`src/rtl/pipe_stage_reg_pkg.sv`:
```
// Shared types and helpers for the elastic pipeline stage register.
// Occupancy is carried as a 2-bit count of held entries.
package pipe_stage_reg_pkg;

  localparam int OCC_W = 2;

  typedef logic [OCC_W-1:0] occ_t;

  function automatic occ_t occ_of(input logic main_v, input logic skid_v);
    return {1'b0, main_v} + {1'b0, skid_v};
  endfunction

endpackage

```
`src/rtl/pipe_stage_reg_sat_counter.sv`:
```
// Saturating up-counter with synchronous clear; used for stall and perf counters.
// Holds at all-ones instead of wrapping.
module pipe_stage_reg_sat_counter #(
  parameter int WIDTH = 16
) (
  input  logic             clk,
  input  logic             en,
  input  logic             clr,
  output logic [WIDTH-1:0] q
);

  localparam logic [WIDTH-1:0] MAX_VAL = {WIDTH{1'b1}};
  localparam logic [WIDTH-1:0] ONE_VAL = {{(WIDTH-1){1'b0}}, 1'b1};

  logic [WIDTH-1:0] cnt_r;

  // Count enabled cycles, sticking at the maximum value.
  always_ff @(posedge clk) begin
    if (clr) begin
      cnt_r <= {WIDTH{1'b0}};
    end else if (en && (cnt_r != MAX_VAL)) begin
      cnt_r <= cnt_r + ONE_VAL;
    end else begin
      cnt_r <= cnt_r;
    end
  end

  assign q = cnt_r;

endmodule

```
`src/rtl/pipe_stage_reg.sv`:
```
// Elastic valid/ready pipeline stage register with optional two-entry skid buffer,
// flush, sticky halt capture and a saturating stall-cycle counter.
module pipe_stage_reg
  import pipe_stage_reg_pkg::*;
#(
  parameter int WIDTH = 32,
  parameter int SKID  = 1,
  parameter int CNT_W = 16
) (
  input  logic             CLK,
  input  logic             RST,
  input  logic             in_valid,
  output logic             in_ready,
  input  logic [WIDTH-1:0] in_data,
  input  logic             in_halt,
  input  logic             flush,
  output logic             out_valid,
  input  logic             out_ready,
  output logic [WIDTH-1:0] out_data,
  output logic             out_halt,
  output logic             halted,
  output logic [1:0]       occ,
  output logic [CNT_W-1:0] stall_cnt
);

  logic             main_valid_r, skid_valid_r, main_halt_r, skid_halt_r;
  logic [WIDTH-1:0] main_data_r, skid_data_r;
  logic             in_ready_r, halted_r, halt_pend_r;
  occ_t             occ_r;

  logic             main_valid_s, skid_valid_s, main_halt_s, skid_halt_s;
  logic [WIDTH-1:0] main_data_s, skid_data_s;
  logic             in_ready_s, in_ready_next_s, halted_s, halt_pend_s;
  logic             pop_s, accept_s, to_main_s, to_skid_s, move_s, stall_en_s;

  // Handshake decode; once a halt beat is inside the stage nothing more is taken in,
  // so beats behind a halt never reach the output.
  always_comb begin
    pop_s = main_valid_r && out_ready;
    if (SKID != 0) begin
      in_ready_s = in_ready_r;
    end else begin
      in_ready_s = (!main_valid_r || out_ready) && !halt_pend_r && !halted_r;
    end
    accept_s   = in_valid && in_ready_s && !flush;
    to_main_s  = accept_s && (!main_valid_r || (pop_s && !skid_valid_r));
    to_skid_s  = accept_s && !to_main_s;
    move_s     = pop_s && skid_valid_r && !flush;
    stall_en_s = main_valid_r && !out_ready;
  end

  // Next-state for both entries; payload is frozen on flush so out_data keeps its value.
  always_comb begin
    if (flush) begin
      main_valid_s = 1'b0;
      skid_valid_s = 1'b0;
    end else if (to_main_s) begin
      main_valid_s = 1'b1;
      skid_valid_s = 1'b0;
    end else if (to_skid_s) begin
      main_valid_s = 1'b1;
      skid_valid_s = 1'b1;
    end else if (pop_s) begin
      main_valid_s = skid_valid_r;
      skid_valid_s = 1'b0;
    end else begin
      main_valid_s = main_valid_r;
      skid_valid_s = skid_valid_r;
    end

    main_data_s = move_s ? skid_data_r : (to_main_s ? in_data : main_data_r);
    main_halt_s = main_valid_s && (move_s ? skid_halt_r : (to_main_s ? in_halt : main_halt_r));
    skid_data_s = to_skid_s ? in_data : skid_data_r;
    skid_halt_s = to_skid_s ? in_halt : skid_halt_r;

    halted_s        = halted_r || (pop_s && main_halt_r);
    halt_pend_s     = !flush && (halt_pend_r || (accept_s && in_halt));
    in_ready_next_s = !skid_valid_s && !halt_pend_s && !halted_s;
  end

  // State registers; RST overrides every other input.
  always_ff @(posedge CLK) begin
    if (RST) begin
      main_valid_r <= 1'b0;
      skid_valid_r <= 1'b0;
      main_halt_r  <= 1'b0;
      skid_halt_r  <= 1'b0;
      main_data_r  <= {WIDTH{1'b0}};
      skid_data_r  <= {WIDTH{1'b0}};
      in_ready_r   <= 1'b1;
      halted_r     <= 1'b0;
      halt_pend_r  <= 1'b0;
      occ_r        <= 2'd0;
    end else begin
      main_valid_r <= main_valid_s;
      skid_valid_r <= skid_valid_s;
      main_halt_r  <= main_halt_s;
      skid_halt_r  <= skid_halt_s;
      main_data_r  <= main_data_s;
      skid_data_r  <= skid_data_s;
      in_ready_r   <= in_ready_next_s;
      halted_r     <= halted_s;
      halt_pend_r  <= halt_pend_s;
      occ_r        <= occ_of(main_valid_s, skid_valid_s);
    end
  end

  pipe_stage_reg_sat_counter #(.WIDTH(CNT_W)) u_stall_cnt (
    .clk (CLK),
    .en  (stall_en_s),
    .clr (RST),
    .q   (stall_cnt)
  );

  assign in_ready  = in_ready_s;
  assign out_valid = main_valid_r;
  assign out_data  = main_data_r;
  assign out_halt  = main_halt_r;
  assign halted    = halted_r;
  assign occ       = occ_r;

endmodule

```
`config.mk`:
```
export PLATFORM = sky130hd
export DESIGN_NAME = pipe_stage_reg
export DESIGN_NICKNAME = d
export VERILOG_FILES = /design/src/rtl/pipe_stage_reg_pkg.sv /design/src/rtl/pipe_stage_reg_sat_counter.sv /design/src/rtl/pipe_stage_reg.sv
export SDC_FILE = /design/constraint.sdc
export NUM_CORES = 1
export LEC_CHECK = 0
export ABC_CLOCK_PERIOD_IN_PS = 2880
export CAP_MARGIN = 30
export CORE_UTILIZATION = 53
export CTS_CLUSTER_DIAMETER = 100
export DETAILED_ROUTE_END_ITERATION = 8
export PLACE_DENSITY = 0.85
export SETUP_SLACK_MARGIN = 0.02
export SLEW_MARGIN = 20
export SYNTH_ARGS = -nofsm -noshare
export SYNTH_HDL_FRONTEND = slang
export SYNTH_SLANG_ARGS = --single-unit
export TNS_END_PERCENT = 100
```
`constraint.sdc`:
```
create_clock -name CLK -period 2.88 [get_ports CLK]
set_input_delay 0.576 -clock CLK [delete_from_list [all_inputs] [get_ports CLK]]
set_output_delay 0.576 -clock CLK [all_outputs]
set_load 0.01 [all_outputs]
```
==> flow_metrics.tcl <==
set metrics [dict create \
    status "finished, final reports clean" \
    power_density_nw_per_um2 495.6 \
    die_w_um 85.48 \
    wire_per_inst_um 14.74 \
    netlist_area_um2 3694 \
    whs_path_depth 2 \
    final_cells 577 \
    die_h_um 85.48 \
    finalSetupViolCount 0 \
    grt_pass1_vias 3087 \
    ios 92 \
    cts_buffers 9 \
    top_usage_layer "met2" \
    globalplace.congestion 0.8432 \
    grtUsageMet3_pct 4.475 \
    cp.buffers_inverters 1 \
    num-nets-final 532 \
    whs_ns 0.4579 \
    p_leak_nw 1.753 \
    insertion_delay_ns 0.35 \
    fp-row-count 30 \
    path_cells "clkdlybuf4s50_1" \
    synth_edf_count 0 \
    ys_seq_area_share_pct 48.24 \
    grtUsageMet1_pct 30.10 \
    crit_family "buffers and inverters" \
    r2r_cells 5 \
    grt_max_degree 66 \
    period_share_pct 73.41 \
    port_buffers 91 \
    drc 0 \
    post-place-ws_ns 0.4852 \
    start_util_pct 54.67 \
    cts_tree "built" \
    post-cts-setup-buffers 0 \
    use_met2_pct 40.36 \
    cap_violations 0 \
    worstMarginPinSlew_ns 0.5985 \
    slew_headroom_pct 60.10 \
    synth-seq-cells 89 \
    antenna_found_initial 0 \
    synth_top_cell_by_area "dfxtp_1" \
    finalSetupTns_ns 0 \
    critPathKind "reg -> out" \
    synth_commonest_cells "dfxtp_1 (89), nand2_1 (71), nor2_1 (45)" \
    yosysWarnings 0 \
    grt-ovfl-total 0 \
    antenna_left 0 \
    synthTopCellsByArea "dfxtp_1 (48%), mux2i_1 (9.5%), nand2_1 (7.2%)" \
    fmax_mhz 473.0 \
    drt_pass1_iterations 4 \
    cts_resized 0 \
    antenna_cells 0 \
    hold_viol 0 \
    yosysTopAreaCellShare_pct 48.24 \
    ys_async_sr_fraction_pct 0 \
    place_inst 561 \
    synth_cell_types 44 \
    cts_sinks 89 \
    final.min_clock_period_ns 2.114 \
    drt_iter0_drc 197 \
    drive_above_1_share_pct 5.433 \
    grt_pass1_wl_um 13980 \
    htreeDepth 3 \
    core_area_um2 6756 \
    crit_cells 1 \
    syn_to_final_growth_pct 31.00 \
    synth_most_common_cell "dfxtp_1" \
    vias 3271 \
    fin_skew_ns 0.01239 \
    ctsHoldBuffers 0 \
    crit_required_ns 2.30 \
    critPathSlowestCell "clkdlybuf4s50_1" \
    critPathMaxFanout 12 \
    final_core_util_pct 71.61 \
    cts-root-buf "clkbuf_8" \
    grt_use_total_pct 23.88 \
    syn_inst 415 \
    cp-end-kind "output pin" \
    finalWorstSetupSlack_ns 0.7659 \
    start_kind "flop" \
    drt-vias-per-instance 5.669 \
    cpPeakStageDelay_ns 0.62 \
    slew_viol_final 0 \
    fillers 532 \
    synth_fp_nets 455 \
    wirelength_um 8505 \
    clk_path_buf_depth 2 \
    clk_pin_slew_worst_paths_ns 0.09 \
    synth_flop_cell "dfxtp_1" \
    grt_setup_unrepaired "no" \
    hold_path.class "reg -> reg" \
    worstPathArrival_ns 1.54 \
    hpwl_um 5448 \
    syn_area_per_cell_um2 8.900 \
    die_area_um2 7307 \
    ir_drop_mv 0.2350 \
]
area by class of cell:
type	count	area, µm²	share of cell area, %
sequential	89	1782	36.82
multi-input combinational	294	1764	36.46
timing repair buffer	96	980.9	20.27
clock buffer	12	155.1	3.207
tap	80	100.1	2.069
clock inverter	4	48.80	1.009
inverter	2	7.507	0.1552
sequential cells by signal, indices dropped and copies added, names as in the netlist:
| signal | cells |
|---|---|
| halted | 1 |
| occ | 2 |
| skid_halt_r | 1 |
| u_stall_cnt.q | 16 |
| in_ready | 1 |
| skid_data_r | 32 |
| out_valid | 1 |
| halt_pend_r | 1 |
| out_data | 32 |
| out_halt | 1 |
| skid_valid_r | 1 |
layer usage:
| layer | vias up | part of all wire [%] |
|---|---|---|
| met4 | 0 | 1.6 |
| met2 | 92 | 48 |
| met1 | 1557 | 45 |
| li1 | 1612 | - |
| met5 | - | 0 |
| met3 | 10 | 5.7 |
through the flow:
stage                     instance area [µm²]  total power [mW]
final                                    4838             2.398
after global routing                     4838             2.488
after CTS                                4838             2.412
after detailed placement                 4634             1.549
after global placement                   4634             1.543
after floorplan                          3694             1.419
cell families (layout without fill, tap and decap cells):
group                      after synthesis  after routing  synth area share, %
and+or+nand+nor                        156            156                18.97
AOI/OAI and AO/OA                       95             95                16.94
DFF                                     89             89                48.24
muxes                                   39             39                10.70
buffers and inverters                   32            114                3.997
adders and majority gates                2              2               0.6774
xor gates and xnor gates                 2              2               0.4743
path summary, 6_finish.rpt:
check                     end  slack, ns             start
min           skid_data_r[15]       0.46   skid_data_r[15]
min reg2reg   skid_data_r[15]       0.46   skid_data_r[15]
max reg2reg  u_stall_cnt.q[6]       0.96  u_stall_cnt.q[0]
max                 out_valid       0.77         out_valid
cells in the final DEF (no fill, tap or decap), types with 2 or more instances in the layout:
| cell | n |
|---|---|
| clkdlybuf4s50_1 | 90 |
| clkinv_2 | 2 |
| buf_12 | 3 |
| nor2_1 | 45 |
| nand3_1 | 6 |
| and4_1 | 3 |
| nor3_1 | 3 |
| a21boi_0 | 2 |
| ha_1 | 2 |
| nand4_1 | 7 |
| buf_4 | 2 |
| nand4b_1 | 3 |
| mux2_1 | 4 |
| and4b_1 | 2 |
| a211oi_1 | 32 |
| o21ai_0 | 5 |
| clkbuf_8 | 11 |
| or3_1 | 2 |
| nor4_1 | 2 |
| a31oi_1 | 5 |
| nand2_1 | 71 |
| nor2b_1 | 6 |
| mux2i_1 | 35 |
| a21oi_1 | 40 |
| dfxtp_1 | 89 |
| inv_1 | 2 |
report_power, final:
group          total, mW  internal [mW]  switching (mW)
registers           1.28           1.26          0.0187
logic              0.243          0.137           0.106
clock network      0.877          0.450           0.428
total               2.40           1.85           0.552
worst register-to-register path, cell delays in order (launching register included):
cell and delay, ns:
dfxtp_1 0.37, ha_1 0.28, and4_1 0.27, a41oi_2 0.41
nand3_1 0.16, mux2_1 0.33
(Power assumes the default switching activity.)
